### config.mk
export PLATFORM = sky130hd
export DESIGN_NAME = if_prefetch_queue
export DESIGN_NICKNAME = d
export VERILOG_FILES = /design/src/rtl/if_prefetch_queue.sv
export SDC_FILE = /design/constraint.sdc
export NUM_CORES = 1
export LEC_CHECK = 0
export CAP_MARGIN = 20
export CORE_MARGIN = 10
export CORE_UTILIZATION = 50
export CTS_CLUSTER_DIAMETER = 60
export DETAILED_ROUTE_END_ITERATION = 6
export PLACE_DENSITY_LB_ADDON = 0.2
export SYNTH_ARGS = -nofsm -noshare
export SYNTH_HDL_FRONTEND = slang
export SYNTH_SLANG_ARGS = --single-unit
### constraint.sdc
create_clock -name clk -period 2.8 [get_ports clk]
set_input_delay 0.42 -clock clk [delete_from_list [all_inputs] [get_ports clk]]
set_output_delay 0.42 -clock clk [all_outputs]
set_load 0.01 [all_outputs]
### src/rtl/if_prefetch_queue.sv
// Instruction-fetch front end: issues word-aligned reads on the native memory
// handshake and buffers returned words with their PCs for the decode stage.
module if_prefetch_queue #(
    parameter logic [31:0] RESET_PC = 32'h0000_0000,
    parameter int          DEPTH    = 4
) (
    input  logic        clk,
    input  logic        rst,
    output logic        mem_valid,
    output logic        mem_instr,
    input  logic        mem_ready,
    output logic [31:0] mem_addr,
    input  logic [31:0] mem_rdata,
    input  logic        redirect_valid,
    input  logic [31:0] redirect_pc,
    output logic        out_valid,
    input  logic        out_ready,
    output logic [31:0] out_instr,
    output logic [31:0] out_pc
);

    localparam int PW = $clog2(DEPTH);
    localparam int CW = PW + 1;
    localparam logic [CW-1:0] DEPTH_C = CW'(DEPTH);

    typedef enum logic [1:0] {
        IDLE,
        REQ,
        DRAIN
    } state_t;

    state_t        state, state_next;
    logic [31:0]   fetch_pc, fetch_pc_next;
    logic [31:0]   mem_addr_next;
    logic          mem_valid_next;
    logic [CW-1:0] count, count_next;
    logic [PW-1:0] wr_ptr, rd_ptr;
    logic [31:0]   fifo_pc    [DEPTH];
    logic [31:0]   fifo_instr [DEPTH];
    logic          push, pop, issue_ok;
    logic [31:0]   redirect_target;

    assign redirect_target = redirect_pc & ~32'h3;
    assign out_valid       = (count != '0) && !redirect_valid;
    assign out_instr       = fifo_instr[rd_ptr];
    assign out_pc          = fifo_pc[rd_ptr];
    assign mem_instr       = mem_valid;
    assign pop             = out_valid && out_ready;
    assign push            = (state == REQ) && mem_ready && !redirect_valid;

    // NOTE: every always_comb output gets a default first so no latch is inferred.
    always_comb begin
        count_next = count;
        if (redirect_valid)
            count_next = '0;
        else if (push && !pop)
            count_next = count + CW'(1);
        else if (!push && pop)
            count_next = count - CW'(1);
    end

    // A new request is only launched once the previous one has completed, so
    // room for one more word after this cycle's push/pop is enough.
    assign issue_ok = count_next < DEPTH_C;

    always_comb begin
        state_next    = state;
        fetch_pc_next = fetch_pc;
        mem_addr_next = mem_addr;

        case (state)
            IDLE: begin
                if (redirect_valid) begin
                    fetch_pc_next = redirect_target;
                    state_next    = REQ;
                end else if (issue_ok) begin
                    state_next = REQ;
                end
            end
            REQ, DRAIN: begin
                if (redirect_valid) begin
                    fetch_pc_next = redirect_target;
                    state_next    = mem_ready ? REQ : DRAIN;
                end else if (mem_ready) begin
                    if (state == REQ)
                        fetch_pc_next = fetch_pc + 32'd4;
                    state_next = issue_ok ? REQ : IDLE;
                end
            end
            default: state_next = IDLE;
        endcase

        // The bus address only moves when a fresh request starts; a pending
        // request keeps its address even across a redirect.
        if ((state_next == REQ) && ((state == IDLE) || mem_ready))
            mem_addr_next = fetch_pc_next;

        mem_valid_next = (state_next != IDLE);
    end

    // NOTE: sequential state uses non-blocking assignments only.
    always_ff @(posedge clk or posedge rst) begin
        if (rst) begin
            state     <= IDLE;
            mem_valid <= 1'b0;
            mem_addr  <= RESET_PC;
            fetch_pc  <= RESET_PC;
            count     <= '0;
            wr_ptr    <= '0;
            rd_ptr    <= '0;
        end else begin
            state     <= state_next;
            mem_valid <= mem_valid_next;
            mem_addr  <= mem_addr_next;
            fetch_pc  <= fetch_pc_next;
            count     <= count_next;
            if (redirect_valid) begin
                rd_ptr <= wr_ptr;
            end else begin
                if (push)
                    wr_ptr <= wr_ptr + PW'(1);
                if (pop)
                    rd_ptr <= rd_ptr + PW'(1);
            end
        end
    end

    // NOTE: queue storage has no reset; count gates every read of it.
    always_ff @(posedge clk) begin
        if (push) begin
            fifo_pc[wr_ptr]    <= fetch_pc;
            fifo_instr[wr_ptr] <= mem_rdata;
        end
    end

    a_bus_hold: assert property (@(posedge clk) disable iff (rst)
        (mem_valid && !mem_ready) |=> (mem_valid && $stable(mem_addr)));

    a_count_bound: assert property (@(posedge clk) disable iff (rst)
        count <= DEPTH_C);

    a_addr_aligned: assert property (@(posedge clk) disable iff (rst)
        mem_addr[1:0] == 2'b00);

endmodule

; ---- After elaboration in Yosys (flattened, before gate mapping)
; Memories as Yosys holds them, arrays and structs flattened.
; Index checks and enable logic that the tools add are counted.
[classes]
addsub = 5
mul = 0
div_mod_pow = 0
n_lt_le_gt_ge = 1
n_eq_ne = 3
shifts = 0
n_mux = 19
n_bitwise = 1
n_reduce_logical = 17
[op_table]
columns = operator, count
row1 = 32-bit 2-to-1 mux, 4
row2 = 32-bit one-hot mux with 2 select lines, 1
row3 = "32-bit by 3-bit adder with 32-bit output, second input constant", 1
row4 = 2-bit 2-to-1 mux, 7
row5 = 3-bit 2-to-1 mux, 3
row6 = 1-bit logical AND, 7
row7 = "2-bit by 1-bit adder with 2-bit output, second input constant", 2
row8 = "2-bit by 1-bit == test with 1-bit output, second input constant", 2
row9 = 2-bit one-hot mux with 2 select lines, 1
row10 = 2-bit nonzero test, 2
row11 = "3-bit by 1-bit adder with 3-bit output, second input constant", 1
row12 = 1-bit zero test, 3
row13 = "3-bit < comparator, second input constant", 1
row14 = 1-bit 2-to-1 mux, 3
row15 = 3-bit nonzero test, 1
row16 = "3-bit by 1-bit subtractor with 3-bit output, second input constant", 1
row17 = "2-bit == test, second input constant", 1
row18 = 2-bit zero test, 1
row19 = 2-bit AND reduction, 1
row20 = 2-bit OR reduction, 1
row21 = 1-bit logical OR, 1
row22 = 1-bit NOT, 1
[totals]
register_bits = 74
latch_bits = 0
mem_bits_rw = 256
mem_bits_ro = 0
inputBits = 69
out_inout_bits = 99
elab_cells = 55
n_memories = 2
[mem_list]
columns = name, words, word_bits, rd, rd_clocked_by_memory_dff, wr, line
row1 = fifo_instr, 4, 32, 1, 0, 1, 39  ; logic [31:0] fifo_instr [DEPTH];
row2 = fifo_pc, 4, 32, 1, 0, 1, 38  ; logic [31:0] fifo_pc [DEPTH];

; ---- Longest topological paths before layout
; Gate-level depths: netlist (run 1).
[depth]
ltp_word = 15
mapped_depth = 10
mapped_depth_nobuf = 8

; ---- Worst setup path before layout (run 1)
; Ideal clock, no wire load.
[synth_timing]
kind = reg2reg
from = register state[1]
to = memory fifo_instr[0][0], enable pin
setup_ps = 429
arrival_time_ps = 2633
slack_ps = -262
path_stages_with_launch = 6
path_cell_list = dfrtp_1 inv_1 ha_1 nand2_2 nor2_1 and2_1
[synth_between]
elab_chain_cells = 5
[synth_rtl]
columns = item, line
row1 = from (decl), 32  ; state_t state, state_next;
row2 = from (signal assigned), 112  ; state <= state_next;
row3 = 2-bit by 1-bit == test with 1-bit output, 49  ; assign push = (state == REQ) && mem_ready && !redirect_valid;
row4 = 1-bit logical AND (2 in series), 49
row5 = 1-bit 2-to-1 mux, 130  ; if (push) begin
row6 = 1-bit 2-to-1 mux (implied by the code), 132  ; fifo_instr[wr_ptr] <= mem_rdata;
row7 = to (decl), 39
; Every way passes these cells.

; ---- Worst setup path after layout (run 1)
[layout_timing]
from = register rd_ptr[0]
to = output port out_pc[17]
[layout_between]
elab_chain_cells = 1
[layout_rtl]
columns = item, line
row1 = from (decl), 37  ; logic [PW-1:0] wr_ptr, rd_ptr;
row2 = from (signal assigned), 118  ; rd_ptr <= wr_ptr;
row3 = from (signal assigned), 123  ; rd_ptr <= rd_ptr + PW'(1);
row4 = memory 4 x 32 bit, n/a
row5 = to (decl), 19  ; output logic [31:0] out_pc
; Every way passes these cells.

==> flow_summary.ini, run 1 <==
[run_status]
outcome = finished, final reports clean

[run]
drv.max_cap_violation_count = 0

[grt]
antenna_found_initial = 0
grt_pass1_vias = 8305
grt_max_degree = 75
overflow = 0
grt_usage_pct = 18.0
wire_length_of_the_first_global_routing_pass_microns = 48200

[timing]
holdWs_ns = 0.303
tightestPinTransition_ns = 0.558
hold_violations = 0
timing.final.max_slew_violations = 0
setup_viol_count_final = 0
fmaxAchievable_ghz = 0.367
final_period_minus_worst_setup_slack_ns = 2.73
fin_crit_sh_pct = 97.3
clock_tree_skew_after_final_layout_ns = 0.0136
rsz0062_at_grt = false
max_slew_margin_vs_limit_pct = 62.4
finalSetupTns_ns = 0

[pwr]
max-vdd-ir-drop_mv = 1.03
power_density_nw_per_um2 = 1080
power.static_leakage_nw = 6.15

[floorplanning]
floorplan.die_area_sq_um = 34200
die_x_microns = 185
core.rowCount = 60
core_area_sq_um = 26900
ports_placed_on_the_boundary = 168
die-height_microns = 185
start_util_pct = 50.7

[logic_synthesis]
yosysUniqueCellTypes = 71
post_synthesis_sequential_area_ratio_pct = 70.0
edff_count_synth = 256
synthesis.area_sq_um = 13600
post_synth.cell_area_avg_sq_um = 17.2
synth.ff_latch_count = 330
ys.warnings.count = 0
synthesis.nets = 870
ys_dominant_reg_cell = sky130_fd_sc_hd__edfxtp_1
synth-async-reset-ratio_pct = 22.4
post_synthesis_cells = 790

[critical_path]
worstReg2RegEnd = mem_addr[22]$_DFFE_PP0P_
crit_type = flop to output port
worstPathCellList = buf_4 -> mux4_2 -> clkdlybuf4s50_1
worst_path_max_delay_cell = sky130_fd_sc_hd__clkdlybuf4s50_1
critPathMaxFanout = 6
arrival_ns = 2.31
cpLargestDelayFamily = buffers and inverters
timing.critical_path.required_ns = 2.38
endpoint_kind = output port
critical_path.reg2reg.startpoint = state[0]$_DFF_PP0_
timing.reg2reg.worst_path_depth = 8
startpoint_type = flop
crit_path_max_incr_delay_ns = 0.54
critical_path_buf_inv_count = 2
r2r_setup_slack_ns = 0.31

[final_layout]
drive_above_1_share_pct = 20.7
areaGrowthSynthToFinish_pct = 26.4
fillerInstances = 1939
num_antenna_cells = 0
layout.nets = 1086

[placed_design]
place.detailed.hpwl_microns = 20700
numPortBuffers = 165
routabilityCongestion = 0.918

[route]
drt_iter0_markers = 951
avgRoutedWirePerCell_microns = 22.2
wl_microns = 30500
drtAntennaViolNets = 0
via_count = 7921
avgViaCountPerCell = 5.78
drt_pre_antenna_iters = 5
drc = 0

[hold_path]
hold_path_startpoint = redirect_valid
timing.hold.worst_path_depth = 2
min_path_type = primary input to flop
worst_hold_path.endpoint = count[0]$_DFFE_PP0P_

[cts]
ctsLongestPathBuffers = 3
ctsRootBufferMaster = sky130_fd_sc_hd__clkbuf_16
worst_setup_hold_path_clk_slew_ns = 0.06
ctsHtreeMaxLevel = 2
cts_hold_buf = 0
cts_buffers = 34
clock_sinks = 330
cts_tree = done
clock_insertion_delay_worst_skew_ns = 0.50
[metal layers]
metal  GRT usage (%)  vias to the layer above  part of all wire, %
met3            3.53                       55                  6.5
met1            24.9                     3977                   44
met2            28.4                      302                   47
li1                -                     3587                    -
met5               0                        -                    0
met4            5.33                        0                  2.3
[per-stage QoR]
step                util (%)  cells  power, mW  cell area (sq um)  worst slack [ns]
floorplan                  -    790       11.1              13600             0.424
global placement        60.0   1309       14.3              16100             0.202
detailed placement      60.0   1309       14.4              16100             0.190
CTS                     64.1   1370       18.8              17200            0.0398
global route            64.1   1370       19.5              17200          0.000429
finish                  64.1   1370       18.6              17200            0.0750
[cell families after synthesis]
group / after synthesis / synth area share, %
muxes: 99 / 14.1
adders and majority gates: 11 / 1.01
and+or+nand+nor: 157 / 6.22
xor gates and xnor gates: 8 / 0.514
buffers and inverters: 61 / 2.09
AOI/OAI and AO/OA: 124 / 5.99
DFF: 330 / 70.0
[how the worst max path moves through the flow]
stage	startpoint	end	slack (ns)	depth (start not counted)
after global routing	rd_ptr[0]$_DFFE_PP0P_	out_pc[17]	0.0004	3
after floorplan	state[1]$_DFF_PP0_	fifo_instr[0][0]$_DFFE_PP_	0.42	5
after CTS	rd_ptr[0]$_DFFE_PP0P_	out_pc[22]	0.04	3
after global placement	mem_ready	mem_addr[25]$_DFFE_PP0P_	0.20	8
after detailed placement	mem_ready	mem_addr[21]$_DFFE_PP0P_	0.19	8
final	rd_ptr[0]$_DFFE_PP0P_	out_pc[17]	0.07	3
[sequential cells by signal, summed over array words and instances, names as in the netlist, 2 cells and up]
signal	flops
fifo_instr	128
fifo_pc	128
fetch_pc	32
mem_addr	32
count	3
rd_ptr	2
state	2
wr_ptr	2
[area by class of cell]
cell class	count	area (sq um)	share of cell area [%]
clock buffers	52	1000	5.82
clock inverters	7	66.3	0.385
inverters	19	71.3	0.414
multi-input cells	399	3800	22.1
flip-flops and latches	330	9540	55.4
well taps	341	427	2.48
repair buffers	222	2300	13.4
[where the power goes]
| group | switching (mW) | internal [mW] |
|---|---|---|
| logic | 3.32 | 3.84 |
| clock network | 1.74 | 2.56 |
| registers | 0.744 | 6.36 |
[timing repair]
action                                 CTS  global route
setup buffers                            2             0
resized for setup                        0             1
pin swaps                                0             0
endpoints found under the hold margin    0             0
setup endpoints to repair               55             1
cloned                                   0             0
[cell usage after synthesis (3+ instances only)]
cell                         n  area, sq um
sky130_fd_sc_hd__edfxtp_1  256         7690
sky130_fd_sc_hd__ha_1       11          138
sky130_fd_sc_hd__dfrtp_1    74         1850
sky130_fd_sc_hd__mux2_1      5         56.3
sky130_fd_sc_hd__o211ai_1    3         22.5
sky130_fd_sc_hd__o21ai_0    31          155
sky130_fd_sc_hd__nand2b_1    3         18.8
sky130_fd_sc_hd__nor2_1     38          143
sky130_fd_sc_hd__a21oi_1    27          135
sky130_fd_sc_hd__a311oi_1    4         35.0
sky130_fd_sc_hd__xnor2_1     5         43.8
sky130_fd_sc_hd__nor2b_1     3         18.8
sky130_fd_sc_hd__nor3_1     13         65.1
sky130_fd_sc_hd__mux4_2     64         1440
sky130_fd_sc_hd__o221ai_1    7         61.3
sky130_fd_sc_hd__and3_1     13         81.3
sky130_fd_sc_hd__a41oi_1     3         26.3
sky130_fd_sc_hd__o22ai_1     9         56.3
sky130_fd_sc_hd__buf_6       5         56.3
sky130_fd_sc_hd__a221oi_1    3         26.3
sky130_fd_sc_hd__and2_1      9         56.3
sky130_fd_sc_hd__buf_1       7         26.3
sky130_fd_sc_hd__o31ai_1     4         30.0
sky130_fd_sc_hd__a31oi_1     7         43.8
sky130_fd_sc_hd__xor2_1      3         26.3
sky130_fd_sc_hd__buf_2      10         50.1
sky130_fd_sc_hd__inv_1      19         71.3
sky130_fd_sc_hd__and4_1      6         52.6
sky130_fd_sc_hd__mux2_4     25          375
sky130_fd_sc_hd__clkbuf_1   17         63.8
sky130_fd_sc_hd__nand4_1     8         50.1
sky130_fd_sc_hd__a22oi_1     4         30.0
sky130_fd_sc_hd__nand3_1    11         55.1
sky130_fd_sc_hd__nand2_1    32          120
sky130_fd_sc_hd__mux2i_1     3         30.0
[cells in the final DEF (no fill, tap or decap), types with 8 or more instances in the layout]
| cell | count |
|---|---|
| sky130_fd_sc_hd__and3_1 | 13 |
| sky130_fd_sc_hd__edfxtp_1 | 256 |
| sky130_fd_sc_hd__nor3_1 | 13 |
| sky130_fd_sc_hd__mux4_2 | 64 |
| sky130_fd_sc_hd__o22ai_1 | 9 |
| sky130_fd_sc_hd__mux2_4 | 25 |
| sky130_fd_sc_hd__buf_4 | 39 |
| sky130_fd_sc_hd__o21ai_0 | 31 |
| sky130_fd_sc_hd__clkdlybuf4s50_1 | 163 |
| sky130_fd_sc_hd__a21oi_1 | 27 |
| sky130_fd_sc_hd__nand4_1 | 8 |
| sky130_fd_sc_hd__nand3_1 | 11 |
| sky130_fd_sc_hd__nand2_1 | 32 |
| sky130_fd_sc_hd__clkbuf_1 | 13 |
| sky130_fd_sc_hd__inv_1 | 18 |
| sky130_fd_sc_hd__dfrtp_1 | 72 |
| sky130_fd_sc_hd__buf_12 | 18 |
| sky130_fd_sc_hd__nor2_1 | 38 |
| sky130_fd_sc_hd__clkbuf_16 | 37 |
| sky130_fd_sc_hd__ha_1 | 11 |
Note: power is estimated with default switching activity, not from simulation.
==> inputs of run 2 (changes only) <==
--- a/config.mk
+++ b/config.mk
@@ -7,7 +7,7 @@
 export LEC_CHECK = 0
 export CAP_MARGIN = 20
 export CORE_MARGIN = 10
-export CORE_UTILIZATION = 50
+export CORE_UTILIZATION = 35
 export CTS_CLUSTER_DIAMETER = 60
 export DETAILED_ROUTE_END_ITERATION = 6
 export PLACE_DENSITY_LB_ADDON = 0.2
==> run 2 against run 1 <==
Net effect: hold slack improved by 0.039 ns; power grew 2.3%; critical endpoint is now out_instr[0]; non-clock buffer count grew 9; highest routed layer unchanged; critical path depth did not move; first-iteration DRC count decreased by 40%; sequential share of layout area fell by 1.4 points.
==> flow_summary.ini, run 2 (synthesized netlist as in run 1, its figures left out) <==
[run_status]
outcome = finished, final reports clean

[pwr]
power.static_leakage_nw = 6.43
total_switching_power_mw = 6.06
max-vdd-ir-drop_mv = 0.438
power_report.internal_total_mw = 12.9
power_frac_comb_pct = 37.9
power.share.switching_pct = 31.9
power_frac_seq_pct = 37.7
clock_power_share_pct = 24.4
power_density_nw_per_um2 = 1080

[route]
avgViaCountPerCell = 5.06
avgRoutedWirePerCell_microns = 21.7
drt_iter0_markers = 570
drc = 0
drtAntennaViolNets = 0
wl_microns = 33900
via_count = 7906
drt_pre_antenna_iters = 5

[final_layout]
reg.largest.list = fifo_instr (128), fifo_pc (128)
layout.nets = 1098
num_antenna_cells = 0
stdcell_count = 1563
most_common_cell_after_layout_fill_and_taps_aside = sky130_fd_sc_hd__edfxtp_1
areaGrowthSynthToFinish_pct = 29.8
most_frequent_cells_in_the_layout = 256 x sky130_fd_sc_hd__edfxtp_1, 120 x sky130_fd_sc_hd__clkdlybuf4s50_1, 72 x sky130_fd_sc_hd__dfrtp_1, 64 x sky130_fd_sc_hd__mux4_2, 44 x sky130_fd_sc_hd__buf_4
fillerInstances = 3464
drive_above_1_share_pct = 21.8
postLayoutCellArea_sq_um = 17700
utilization_pct = 45.8

[timing]
final_period_minus_worst_setup_slack_ns = 2.70
timing.final.max_slew_violations = 0
fmaxAchievable_ghz = 0.370
holdWs_ns = 0.342
hold_violations = 0
setup_viol_count_final = 0
rsz0062_at_grt = false
finalSetupTns_ns = 0
tightestPinTransition_ns = 0.721
clock_tree_skew_after_final_layout_ns = 0.0187
fin_crit_sh_pct = 96.6
max_slew_margin_vs_limit_pct = 51.4

[critical_path]
arrival_ns = 2.28
timing.critical_path.required_ns = 2.38
startpoint_type = flop
critPathMaxFanout = 15
worst_path_max_delay_cell = sky130_fd_sc_hd__dfrtp_4
endpoint_kind = output port
crit_path_max_incr_delay_ns = 0.54
crit_type = flop to output port
worstPathCellList = buf_12 -> mux4_2 -> clkdlybuf4s50_1

[placed_design]
place.detailed.hpwl_microns = 23000
dpl.cell_count = 1484
numPortBuffers = 165
postPlaceCellArea_sq_um = 16400
routabilityCongestion = 0.819

[floorplanning]
die-height_microns = 217
die_x_microns = 217
floorplan.die_area_sq_um = 47200
ports_placed_on_the_boundary = 168
start_util_pct = 35.3
core_area_sq_um = 38600
core.rowCount = 72

[run]
drv.max_cap_violation_count = 0

[cts]
ctsRootBufferMaster = sky130_fd_sc_hd__clkbuf_16
ctsHtreeMaxLevel = 2
ctsLongestPathBuffers = 3
cts_tree = done
clock_sinks = 330
cts_buffers = 37
clock_insertion_delay_worst_skew_ns = 0.53
worst_setup_hold_path_clk_slew_ns = 0.06
cts_hold_buf = 0

[hold_path]
min_path_type = primary input to asynchronous set/reset pin

[grt]
overflow = 0
grt_max_degree = 39
wire_length_of_the_first_global_routing_pass_microns = 52300
grt_usage_pct = 14.3
grt_pass1_vias = 8333
antenna_found_initial = 0
-- run 2: cell types whose count changed in the layout (fill, tap and decap cells not counted), moves of 2 or more --
cell	change
sky130_fd_sc_hd__clkinv_1	+4
sky130_fd_sc_hd__clkinv_2	+2
sky130_fd_sc_hd__buf_4	+5
sky130_fd_sc_hd__clkbuf_16	+4
sky130_fd_sc_hd__clkbuf_1	-3
sky130_fd_sc_hd__dlymetal6s2s_1	+15
sky130_fd_sc_hd__clkdlybuf4s50_1	-43
sky130_fd_sc_hd__dlygate4sd2_1	+28
-- run 2: critical path: cells and delay by family (launching register included) --
kind	cells	cell delay, ns
buf+inv	2	0.70
flops	1	0.54
mux	1	0.51
-- run 2: layout make-up --
| cell class | count | area (sq um) | share of cell area (%) |
|---|---|---|---|
| Tap cell | 518 | 648 | 3.67 |
| Multi-Input combinational cell | 399 | 3810 | 21.5 |
| Clock buffer | 53 | 1080 | 6.11 |
| Clock inverter | 13 | 98.8 | 0.559 |
| Sequential cell | 330 | 9550 | 54.0 |
| Inverter | 19 | 72.6 | 0.411 |
| Timing Repair Buffer | 231 | 2430 | 13.7 |
-- run 2: path summary, 6_finish.rpt --
kind,startpoint,to,slack (ns),depth (start not counted)
worst max-delay path,rd_ptr[0]$_DFFE_PP0P_,out_instr[0],0.1,3
worst min-delay path,rst,mem_addr[6]$_DFFE_PP0P_,0.34,3
worst min register to register,mem_addr[22]$_DFFE_PP0P_,mem_addr[22]$_DFFE_PP0P_,0.50,1
max in group asynchronous,rst,rd_ptr[0]$_DFFE_PP0P_,2.06,3
min in group clk,redirect_valid,fetch_pc[8]$_DFF_PP0_,0.48,3
worst max register to register,state[1]$_DFF_PP0_,mem_addr[25]$_DFFE_PP0P_,0.28,8
-- run 2: power groups by stage --
stage / logic [mW] / clock network [mW] / registers (mW)
6_report: 7.20 / 4.64 / 7.17
5_1_grt: 7.79 / 4.98 / 7.31
4_1_cts: 7.28 / 4.78 / 7.19
3_5_place_dp: 7.26 / 0 / 7.36
3_3_place_gp: 7.24 / 0 / 7.33
2_1_floorplan: 4.03 / 0 / 7.02
-- run 2: per-layer routing --
metal  share of wire, %  vias up  wire [microns]  global-route usage, %
met5                  0        -               0                      0
met4                1.9        0             629                   3.85
met3                4.9       42            1670                   3.04
met2                 48      215           16300                   23.0
met1                 45     4025           15300                   19.2
li1                   -     3624               -                      -
-- run 2: repair_timing --
action | 4_1_cts | 5_1_grt
gates resized for setup | 28 | 17
gates cloned | 0 | 1
endpoints found under the hold margin | 0 | 0
buffers inserted | 4 | 8
endpoints found under the setup margin | 62 | 17
-- run 2: through the flow --
| step | worst slack, ns | power [mW] |
|---|---|---|
| after detailed placement | 0.106 | 14.6 |
| after global routing | 0.00497 | 20.1 |
| final | 0.0965 | 19.0 |
| after global placement | 0.114 | 14.6 |
| after CTS | 0.00103 | 19.3 |
| after floorplan | 0.424 | 11.1 |
==> inputs of run 3 (changes only) <==
--- a/config.mk
+++ b/config.mk
@@ -5,6 +5,7 @@
 export SDC_FILE = /design/constraint.sdc
 export NUM_CORES = 1
 export LEC_CHECK = 0
+export ABC_CLOCK_PERIOD_IN_PS = 2800
 export CAP_MARGIN = 20
 export CORE_MARGIN = 10
 export CORE_UTILIZATION = 35
==> results of run 3 <==
No change in the layout: final DEF, timing and power equal those of run 2.
